==> config.mk <==
export PLATFORM = sky130hd
export DESIGN_NAME = gamepad_pmod_transmitter
export DESIGN_NICKNAME = d
export VERILOG_FILES = /design/src/rtl/gamepad_pmod_transmitter.sv
export SDC_FILE = /design/constraint.sdc
export NUM_CORES = 1
export LEC_CHECK = 0
export ABC_AREA = 1
export CAP_MARGIN = 20
export CORE_AREA = 10 10 72 74
export CTS_CLUSTER_SIZE = 24
export DETAILED_ROUTE_END_ITERATION = 10
export DIE_AREA = 0 0 82 84
export MAX_ROUTING_LAYER = met4
export PLACE_DENSITY = 0.68
export REMOVE_ABC_BUFFERS = 1
export SLEW_MARGIN = 20
export SYNTH_ARGS = -nofsm -noshare
export SYNTH_HDL_FRONTEND = slang
export SYNTH_SLANG_ARGS = --single-unit
export TNS_END_PERCENT = 20
==> constraint.sdc <==
create_clock -name clk -period 1.3 [get_ports clk]
set_input_delay 0.26 -clock clk [delete_from_list [all_inputs] [get_ports clk]]
set_output_delay 0.26 -clock clk [all_outputs]
set_load 0.005 [all_outputs]
==> src/rtl/gamepad_pmod_transmitter.sv <==
// gamepad_pmod_transmitter
// Serialises a button word onto a three-wire PMOD gamepad link. A frame is
// BIT_WIDTH data bits, sent MSB first with a clock the receiver samples on its
// rising edge. A latch pulse follows, on whose rising edge the receiver takes
// the word. A short idle gap then closes the frame.
//
// Ports:
//   clk        system clock, all logic on the rising edge
//   rst_n      asynchronous active-low reset
//   enable     frame request, only looked at while idle
//   buttons    button word, snapshotted when a frame starts
//   pmod_data  serial data, changes only while pmod_clk is low
//   pmod_clk   serial clock, HALF_PERIOD clk cycles low then high per bit
//   pmod_latch high for LATCH_CYCLES cycles after the last bit
//   busy       high for the whole frame, including the gap
//   frame_done one-cycle pulse on the last gap cycle
module gamepad_pmod_transmitter #(
  parameter int BIT_WIDTH    = 12,
  parameter int HALF_PERIOD  = 4,
  parameter int LATCH_CYCLES = 4,
  parameter int GAP_CYCLES   = 8
) (
  input  logic                 clk,
  input  logic                 rst_n,
  input  logic                 enable,
  input  logic [BIT_WIDTH-1:0] buttons,
  output logic                 pmod_data,
  output logic                 pmod_clk,
  output logic                 pmod_latch,
  output logic                 busy,
  output logic                 frame_done
);

  localparam int MAX_A   = (HALF_PERIOD > LATCH_CYCLES) ? HALF_PERIOD : LATCH_CYCLES;
  localparam int MAX_CNT = (MAX_A > GAP_CYCLES) ? MAX_A : GAP_CYCLES;
  localparam int CW      = $clog2(MAX_CNT + 1);
  localparam int BCW     = $clog2(BIT_WIDTH + 1);
  // The shift register holds only the bits not yet on pmod_data.
  localparam int RW      = BIT_WIDTH - 1;

  localparam logic [CW-1:0]  ONE        = CW'(1);
  localparam logic [CW-1:0]  HALF_LAST  = CW'(HALF_PERIOD - 1);
  localparam logic [CW-1:0]  LATCH_LAST = CW'(LATCH_CYCLES - 1);
  localparam logic [CW-1:0]  GAP_LAST   = CW'(GAP_CYCLES - 1);
  localparam logic [BCW-1:0] BIT_LAST   = BCW'(BIT_WIDTH - 1);

  typedef enum logic [2:0] {
    IDLE,
    SHIFT_LO,
    SHIFT_HI,
    LATCH,
    GAP
  } state_t;

  state_t         state;
  logic [CW-1:0]  cnt;
  logic [BCW-1:0] bit_cnt;
  logic [RW-1:0]  shreg;
  logic [CW-1:0]  cnt_next;

  assign cnt_next = cnt + ONE;

  // Frame sequencer. Each timed state counts cnt from 0 up to its last cycle.
  // Every output is assigned here, so all outputs come straight from flops.
  always_ff @(posedge clk or negedge rst_n) begin
    if (!rst_n) begin
      state      <= IDLE;
      cnt        <= '0;
      bit_cnt    <= '0;
      shreg      <= '0;
      pmod_data  <= 1'b0;
      pmod_clk   <= 1'b0;
      pmod_latch <= 1'b0;
      busy       <= 1'b0;
      frame_done <= 1'b0;
    end else begin
      frame_done <= 1'b0;
      case (state)
        IDLE: begin
          pmod_clk   <= 1'b0;
          pmod_latch <= 1'b0;
          busy       <= 1'b0;
          if (enable) begin
            pmod_data <= buttons[BIT_WIDTH-1];
            shreg     <= buttons[RW-1:0];
            busy      <= 1'b1;
            cnt       <= '0;
            bit_cnt   <= '0;
            state     <= SHIFT_LO;
          end
        end

        SHIFT_LO: begin
          if (cnt == HALF_LAST) begin
            cnt      <= '0;
            pmod_clk <= 1'b1;
            state    <= SHIFT_HI;
          end else begin
            cnt <= cnt_next;
          end
        end

        SHIFT_HI: begin
          if (cnt == HALF_LAST) begin
            cnt      <= '0;
            pmod_clk <= 1'b0;
            if (bit_cnt == BIT_LAST) begin
              // Data is parked low so the latch never sees a stale bit.
              pmod_data  <= 1'b0;
              pmod_latch <= 1'b1;
              state      <= LATCH;
            end else begin
              pmod_data <= shreg[RW-1];
              shreg     <= RW'({shreg, 1'b0});
              bit_cnt   <= bit_cnt + BCW'(1);
              state     <= SHIFT_LO;
            end
          end else begin
            cnt <= cnt_next;
          end
        end

        LATCH: begin
          if (cnt == LATCH_LAST) begin
            cnt        <= '0;
            pmod_latch <= 1'b0;
            // With a one-cycle gap the first gap cycle is also the last.
            frame_done <= (GAP_CYCLES == 1);
            state      <= GAP;
          end else begin
            cnt <= cnt_next;
          end
        end

        GAP: begin
          if (cnt == GAP_LAST) begin
            cnt   <= '0;
            busy  <= 1'b0;
            state <= IDLE;
          end else begin
            cnt        <= cnt_next;
            frame_done <= (cnt_next == GAP_LAST);
          end
        end

        default: begin
          state <= IDLE;
        end
      endcase
    end
  end

endmodule

==> qor.txt, run 1 <==
DR WL met2 -> 1.89 mm
metal3 WL -> 150 um
initial antenna violation count -> 0
Post-route DRC -> 0
Netlist cell types -> 22
Avg Inst Size Synth -> 7.25 sq um
Placer Congestion -> 0.814
Clock transition at path regs -> 100 ps
sequential area share after synthesis -> 46.2%
dpl cell area -> 1920 sq um
Detailed Route WL -> 3.67 mm
# H-tree levels -> 1
leading post-synthesis cells by cell area -> dfrtp_1 (46%), nand2_1 (23%), o21ai_0 (8.2%)
DP Wirelength -> 2.50 mm
first-pass GRT wire length -> 6.02 mm
switching share of power -> 44.4%
largest area contributor in the netlist -> dfrtp_1
clock sink count -> 27
Post-synth EDFFs -> 0
Vias -> 1460
share of layout cells above drive strength 1 -> 29.1%
P_int -> 3070 uW
fin worst setup slack -> -30.7 ps
DIE WIDTH -> 82 um
# port buffers -> 19
Crit Path Max Fanout -> 6
Row Count -> 23
GRT Total Usage -> 10.9%
core area -> 3860 sq um
CTS tree -> done
post-synthesis mux area share -> 0%
Final Critical Period -> 1330 ps
mapped cell area -> 1460 sq um
endpoints failing hold -> 0
status -> finished with violations
Max Clock Skew -> 10.3 ps
Area Growth Syn to Fin -> 48.4%
number of global-route vias before repair -> 1406
top-count cell post-synth -> nand2_1
complex-gate fraction of the synthesized area -> 10.0%
CP Launch Type -> register
fin area -> 2170 sq um
relative slew slack -> 83.1%
Comb power frac -> 65.9%
# setup viols final -> 14
main combinational cell family by area after synthesis -> simple AND/OR/NAND/NOR gates
met1 WL -> 1.59 mm
Synth top cells by count -> nand2_1 (91), dfrtp_1 (27), o21ai_0 (24)
Post-Synth Adder-Cell Area -> 2.56%
# diodes -> 0
CP Data Arrival Time -> 1490 ps
worst-margin pin slew -> 252 ps
Crit. End Element -> register
Die ar. -> 6890 sq um
min-delay worst type -> input pin to asynchronous set/reset pin
grt total ovfl -> 0
Vias/cell -> 4.74
#FFs+latches synth -> 27
Syn. warnings -> 0
post-layout util -> 56.3%
Clock Latency Late Sink -> 280 ps
CTS Buf Count -> 3
Max-Cap Viols -> 0
first-pass iteration count of the detailed router -> 4
clock power share -> 8.7%
failing checks -> setup timing
largest net degree at the start of global routing -> 28
top cell type's share of synthesized area -> 46.2%
Slew Viols, Final -> 0
maximum vdd ir drop -> 0.00109 V
Leakage -> 0.00113 uW
Required @ worst endpoint -> 1460 ps
1st-iter DRT viols -> 45
synthesized instance count -> 202
dominant synthesized flop cell -> dfrtp_1
sequential power share -> 25.4%
Achievable Freq -> 0.751 GHz
Initial Util -> 38.0%
sw power -> 2450 uW
top sig layer -> met4
post-synthesis xor/xnor area fraction -> 1.79%
Root Driver -> clkbuf_8
num ports -> 20
Crit Path Category -> register to register
Fill cells -> 368
clock tree buffer depth -> 2
DIE HEIGHT -> 84 um
RSZ-0062 raised after global routing -> yes
Layout Nets -> 277
final worst path period share -> 102%
Hold Buf Count CTS -> 0
Wirelength per Cell -> 11.9 um
antenna-violating nets left -> 0
share of synthesized registers carrying an async set or reset -> 100%
post-synthesis simple-gate area fraction -> 33.5%
final hold slack -> 324 ps
PD cells -> 2540 nW/um^2
## area by class of cell
type                            count  area, sq um  share of cell area [%]
Clock buffer                        3         41.3                    1.90
Clock inverter                      1         5.00                   0.230
Inverter                           15         56.3                    2.59
Multi-Input combinational cell    155          822                    37.8
Sequential cell                    27          677                    31.2
Tap cell                           50         62.6                    2.88
Timing Repair Buffer               57          508                    23.4
## power by group through the flow
stage                     logic, uW  registers [uW]  clock network, uW
after floorplan                1560            1410                  0
after global placement         2850            1390                  0
after detailed placement       2880            1400                  0
after CTS                      3090            1380                501
after global routing           4070            1450                535
final                          3640            1400                481
## flip-flops by register name, summed over array words and instances, names as in the netlist
name and flops:
pmod_latch 1, state 3, cnt 4, bit_cnt 4
shreg 11, pmod_data 1, busy 1, frame_done 1
pmod_clk 1
## through the flow
step           TNS (ps)  cells  worst slack, ps  total power (uW)
2_1_floorplan     -2450    197             -166              2970
3_3_place_gp      -3050    295             -225              4240
3_5_place_dp      -3140    295             -232              4280
4_1_cts            -384    304            -41.9              4970
5_1_grt           -1880    308             -111              6060
6_report           -158    308            -30.7              5520
## cells in the final DEF (no fill, tap or decap), types with 2 or more instances in the layout
| cell | instances |
|---|---|
| nand2_1 | 77 |
| nand2_2 | 11 |
| buf_6 | 7 |
| o21ai_0 | 7 |
| clkbuf_8 | 3 |
| nand3_2 | 3 |
| a21oi_1 | 2 |
| nand2_4 | 4 |
| ha_2 | 2 |
| inv_2 | 4 |
| nand3_1 | 9 |
| buf_4 | 30 |
| o21ai_1 | 17 |
| xor2_1 | 2 |
| inv_1 | 11 |
| dfrtp_1 | 26 |
| nor2_1 | 8 |
| nor2_4 | 4 |
| clkdlybuf4s50_1 | 14 |
| dlygate4sd2_1 | 5 |
## repair_timing
action                     in CTS  in global routing
setup endpoints to repair      24                 27
pin swaps                       5                  8
cloned                          0                  1
buffers inserted                5                  3
gates resized for setup        22                 45
## worst max-delay path, stage by stage, from the launching register on
cell,delay (ps)
dfrtp_1,430
buf_6,150
nand2_2,80
nor2_4,40
nand2_2,70
nand2_4,80
buf_4,160
o21ai_1,140
nand2_2,60
## metal layers
metal  up-vias  global-route usage [%]
met1       669                    13.4
li1        751                       -
met5         -                       -
met2        35                    17.9
met4         0                    2.32
met3         5                    1.94
## cells by family (layout without fill, tap and decap cells)
family,after synthesis,after routing
compound gates,28,28
xor+xnor,3,3
fa+ha+maj,3,3
buf+inv,20,76
flops,27,27
simple gates,121,121
## final timing paths
check | startpoint | end | slack [ps] | cells past startpoint
min | rst_n | state[2]$_DFFE_PN0P_ | 320 | 2
max reg2reg | state[1]$_DFFE_PN0P_ | shreg[3]$_DFFE_PN0P_ | -30 | 8
min reg2reg | pmod_data$_DFFE_PN0P_ | pmod_data$_DFFE_PN0P_ | 480 | 2
min in group clk | pmod_data$_DFFE_PN0P_ | pmod_data$_DFFE_PN0P_ | 480 | 2
max in group asynchronous | rst_n | cnt[1]$_DFFE_PN0P_ | 810 | 2
max | state[1]$_DFFE_PN0P_ | shreg[3]$_DFFE_PN0P_ | -30 | 8
No activity file was read; power rests on OpenSTA's default activity.
==> run 2: changes to the inputs <==
Settings changed: PLACE_DENSITY 0.68 to unset.
==> qor.txt, run 2 (synthesis results as in run 1) <==
CP max-delay cell -> dfrtp_1
Stages on worst setup path -> 7
Max-Cap Viols -> 0
Leakage -> 0.00117 uW
Root Driver -> clkbuf_8
relative slew slack -> 85.2%
Required @ worst endpoint -> 1470 ps
clock sink count -> 27
Reg with most FFs -> shreg
M3 GR Usage -> 3.02%
DIE HEIGHT -> 84 um
Layout Nets -> 281
DIE WIDTH -> 82 um
Max Clock Skew -> 5.81 ps
Vias -> 1458
Fill cells -> 365
most frequent cells in the layout -> nand2_1 (81), buf_4 (31), dfrtp_1 (26), o21ai_1 (14), clkdlybuf4s50_1 (14)
# diodes -> 0
Vias/cell -> 4.67
Slew Viols, Final -> 0
Achievable Freq -> 0.745 GHz
GRT Total Usage -> 11.7%
CP Cell Sequence -> nor2_4 > nand3b_1 > nand2_4 > nor2_4 > buf_6 > nand2_1 > nand2_1
GR peak layer -> met2
Detailed Route WL -> 3.76 mm
CTS Buf Count -> 3
Final Critical Period -> 1340 ps
dpl ws -> -266 ps
final worst path period share -> 103%
first-pass GRT wire length -> 6.57 mm
Setup TNS Final -> -512 ps
Wirelength per Cell -> 12.0 um
PD cells -> 2600 nW/um^2
CTS tree -> done
first-pass iteration count of the detailed router -> 4
initial antenna violation count -> 0
CP max stage delay -> 440 ps
# setup viols final -> 16
antenna-violating nets left -> 0
RSZ-0062 raised after global routing -> yes
routing usage on met2 -> 19.5%
# H-tree levels -> 1
worst-margin pin slew -> 219 ps
CP Data Arrival Time -> 1510 ps
Clock Latency Late Sink -> 280 ps
largest net degree at the start of global routing -> 28
Worst path top cell family by delay -> simple AND/OR/NAND/NOR gates
CP Launch Type -> register
num ports -> 20
status -> finished with violations
Crit Path Max Fanout -> 7
Initial Util -> 38.0%
number of global-route vias before repair -> 1555
Row Count -> 23
Register-to-Register Path Depth -> 7
share of layout cells above drive strength 1 -> 30.9%
1st-iter DRT viols -> 42
failing checks -> setup timing
Largest regs -> shreg x11, bit_cnt x4, cnt x4
Post-route DRC -> 0
grt total ovfl -> 0
grt met1 use -> 13.6%
Placer Congestion -> 0.805
commonest non-fill, non-tap cell in the layout -> nand2_1
core area -> 3860 sq um
min-delay worst type -> input pin to asynchronous set/reset pin
DP Wirelength -> 2.48 mm
Area Growth Syn to Fin -> 54.5%
maximum vdd ir drop -> 0.00141 V
clock tree buffer depth -> 2
endpoints failing hold -> 0
# port buffers -> 19
Largest register FFs -> 11
fin worst setup slack -> -43.0 ps
Clock transition at path regs -> 90 ps
Crit Path Category -> register to register
Buf/Inv on CP -> 1
Crit. End Element -> register
Die ar. -> 6890 sq um
-- run 2: worst paths after layout --
check	startpoint	to	slack, ps
min reg2reg	pmod_data$_DFFE_PN0P_	pmod_data$_DFFE_PN0P_	480
max in group asynchronous	rst_n	state[1]$_DFFE_PN0P_	790
min in group clk	pmod_data$_DFFE_PN0P_	pmod_data$_DFFE_PN0P_	480
max	state[0]$_DFFE_PN0P_	bit_cnt[2]$_DFFE_PN0P_	-40
min	rst_n	cnt[3]$_DFFE_PN0P_	340
max reg2reg	state[0]$_DFFE_PN0P_	bit_cnt[2]$_DFFE_PN0P_	-40
-- run 2: through the flow --
step / cell area, sq um / utilization, % / cells / total power [uW] / hold slack, ps
4_1_cts: 2170 / 56.2 / 310 / 5520 / 335
6_report: 2260 / 58.7 / 312 / 5870 / 338
3_5_place_dp: 1960 / 50.9 / 298 / 4460 / 468
3_3_place_gp: 1960 / 50.9 / 298 / 4430 / 454
2_1_floorplan: 1430 / - / 197 / 2970 / -35.6
5_1_grt: 2260 / 58.7 / 312 / 6460 / 339
-- run 2: where the power goes --
group          internal [uW]  leakage [uW]  switching [uW]  total [uW]
logic                   1890      0.000796            2060        3950
registers               1210      0.000347             223        1430
clock network            215     0.0000255             274         489
total                   3320       0.00117            2560        5870
-- run 2: area by class of cell --
class	count	area, sq um	area share [%]
tap	50	62.6	2.77
multi-input combinational	155	842	37.2
inverter	15	58.8	2.60
sequential	27	677	29.9
timing repair buffer	61	576	25.4
clock buffer	3	41.3	1.83
clock inverter	1	5.00	0.221
-- run 2: layer usage --
metal	vias up	part of all wire (%)	wire, um
li1	757	-	-
met1	676	46	1750
met2	21	49	1840
met3	4	3.4	127
met4	0	1.1	40
met5	-	0	0
-- run 2: repair_timing --
item	in CTS	in global routing
buffers inserted	8	2
cloned	0	0
resized for setup	41	29
endpoints found under the setup margin	29	27
pin swaps	6	7
endpoints found under the hold margin	0	0
hold buffers	0	0
-- run 2: worst reg2reg max path, stage by stage, from the launching register on --
cell and delay [ps]:
dfrtp_1 440, nor2_4 160, nand3b_1 180, nand2_4 180, nor2_4 50, buf_6 130, nand2_1 50, nand2_1 50
==> run 3: changes to the inputs <==
Settings changed: CORE_AREA 10 10 72 74 to 10 10 67 69, DIE_AREA 0 0 82 84 to 0 0 77 79, PLACE_DENSITY set to 0.71.
==> qor.txt, run 3 (synthesis results as in run 1) <==
status -> finished with violations
failing checks -> setup timing
# H-tree levels -> 1
num ports -> 20
Layout Cells excl Fill -> 299
CP Data Arrival Time -> 1570 ps
CP Cell Sequence -> inv_4 > nand2_1 > o21bai_2 > buf_6 > o21ai_0 > nand2_1
Clock transition at path regs -> 150 ps
share of layout cells above drive strength 1 -> 27.3%
CP Launch Type -> register
Required @ worst endpoint -> 1520 ps
Cells after DPL -> 290
CP max-delay cell -> dfrtp_2
CP max stage delay -> 490 ps
most frequent cells in the layout -> nand2_1 (78), dfrtp_1 (26), buf_4 (25), o21ai_1 (18), clkdlybuf4s50_1 (14)
clock sink count -> 27
Largest regs -> shreg x11, bit_cnt x4, cnt x4
Post-route DRC -> 0
Layout Nets -> 272
worst-margin pin slew -> 256 ps
core area -> 3230 sq um
initial antenna violation count -> 0
largest net degree at the start of global routing -> 28
Final Critical Period -> 1350 ps
Initial Util -> 45.3%
grt total ovfl -> 0
DIE WIDTH -> 77 um
final worst path period share -> 104%
maximum vdd ir drop -> 0.00135 V
CTS tree -> done
GRT Total Usage -> 11.2%
1st-iter DRT viols -> 53
# diodes -> 0
relative slew slack -> 82.9%
CTS Buf Count -> 3
RSZ-0062 raised after global routing -> yes
Clock Latency Late Sink -> 330 ps
Die ar. -> 6080 sq um
Buf/Inv on CP -> 2
Area Growth Syn to Fin -> 43.8%
Placer Congestion -> 0.880
Crit Path Max Fanout -> 10
Leakage -> 0.00110 uW
# port buffers -> 19
Root Driver -> clkbuf_4
first-pass iteration count of the detailed router -> 4
min-delay worst type -> input pin to asynchronous set/reset pin
Detailed Route WL -> 3.45 mm
Max-Cap Viols -> 0
endpoints failing hold -> 0
Crit. End Element -> register
Slew Viols, Final -> 0
number of global-route vias before repair -> 1342
Setup TNS Final -> -389 ps
Vias/cell -> 4.61
# setup viols final -> 20
Max Clock Skew -> 13.5 ps
most frequent CP cell -> nand2_1
clock tree buffer depth -> 2
Worst path top cell family by delay -> flip-flops
Reg with most FFs -> shreg
Crit Path Category -> register to register
Largest register FFs -> 11
final hold slack -> 256 ps
antenna-violating nets left -> 0
fin worst setup slack -> -46.9 ps
commonest non-fill, non-tap cell in the layout -> nand2_1
Row Count -> 21
DP Wirelength -> 2.42 mm
Wirelength per Cell -> 11.5 um
first-pass GRT wire length -> 5.73 mm
Achievable Freq -> 0.742 GHz
PD cells -> 2520 nW/um^2
DIE HEIGHT -> 79 um
Vias -> 1379
[run 3: cell count changes in the layout (fill, tap and decap cells not counted), sizes merged]
cell  before  now
buf       42   33
[run 3: what timing repair did]
action,in CTS,in global routing
pin swaps,0,8
gates resized for setup,23,43
endpoints found under the setup margin,28,25
hold buffers,0,0
buffers inserted,0,4
cloned,0,1
[run 3: routing by layer]
layer	global-route usage (%)	wire length, um	share of wire [%]	vias up
li1	-	-	-	739
met1	13.2	1630	47	612
met2	19.1	1690	49	23
met3	2.25	97	2.8	5
met4	3.10	29	0.84	0
met5	-	0	0	-
[run 3: worst reg2reg max path, stage by stage, from the launching register on]
cell and delay (ps):
dfrtp_2 490, inv_4 90, nand2_1 50, o21bai_2 230, buf_6 160, o21ai_0 160
nand2_1 60
[run 3: final timing paths]
path,slack [ps],cells past startpoint,to,from
setup reg to reg,-50,6,shreg[3]$_DFFE_PN0P_,state[0]$_DFFE_PN0P_
min in group clk,470,3,shreg[0]$_DFFE_PN0P_,buttons[0]
hold reg to reg,490,2,pmod_latch$_DFFE_PN0P_,pmod_latch$_DFFE_PN0P_
max in group asynchronous,880,2,cnt[1]$_DFFE_PN0P_,rst_n
setup / recovery,-50,6,shreg[3]$_DFFE_PN0P_,state[0]$_DFFE_PN0P_
hold / removal,260,2,pmod_clk$_DFFE_PN0P_,rst_n
[run 3: power by group]
part | switching [uW] | internal (uW) | leakage (uW)
Sequential | 225 | 1200 | 0.000347
Combinational | 1910 | 1600 | 0.000737
Clock | 248 | 115 | 0.0000177
Total | 2390 | 2920 | 0.00110
[run 3: metrics by stage]
| step | worst slack [ps] | power, uW | utilization (%) | instance area [sq um] |
|---|---|---|---|---|
| 2_1_floorplan | -166 | 2970 | - | 1430 |
| 6_report | -46.9 | 5310 | 65.1 | 2100 |
| 3_3_place_gp | -210 | 4240 | 58.9 | 1900 |
| 5_1_grt | -117 | 5800 | 65.1 | 2100 |
| 3_5_place_dp | -212 | 4260 | 58.9 | 1900 |
| 4_1_cts | -45.5 | 4730 | 60.7 | 1960 |
[run 3: area by class of cell]
cell class / instances / area (sq um)
timing repair buffer: 52 / 470
sequential: 27 / 677
tap: 46 / 57.6
inverter: 15 / 58.8
multi-input combinational: 155 / 813
clock inverter: 1 / 5.00
fill: 287 / 1130
clock buffer: 3 / 22.5
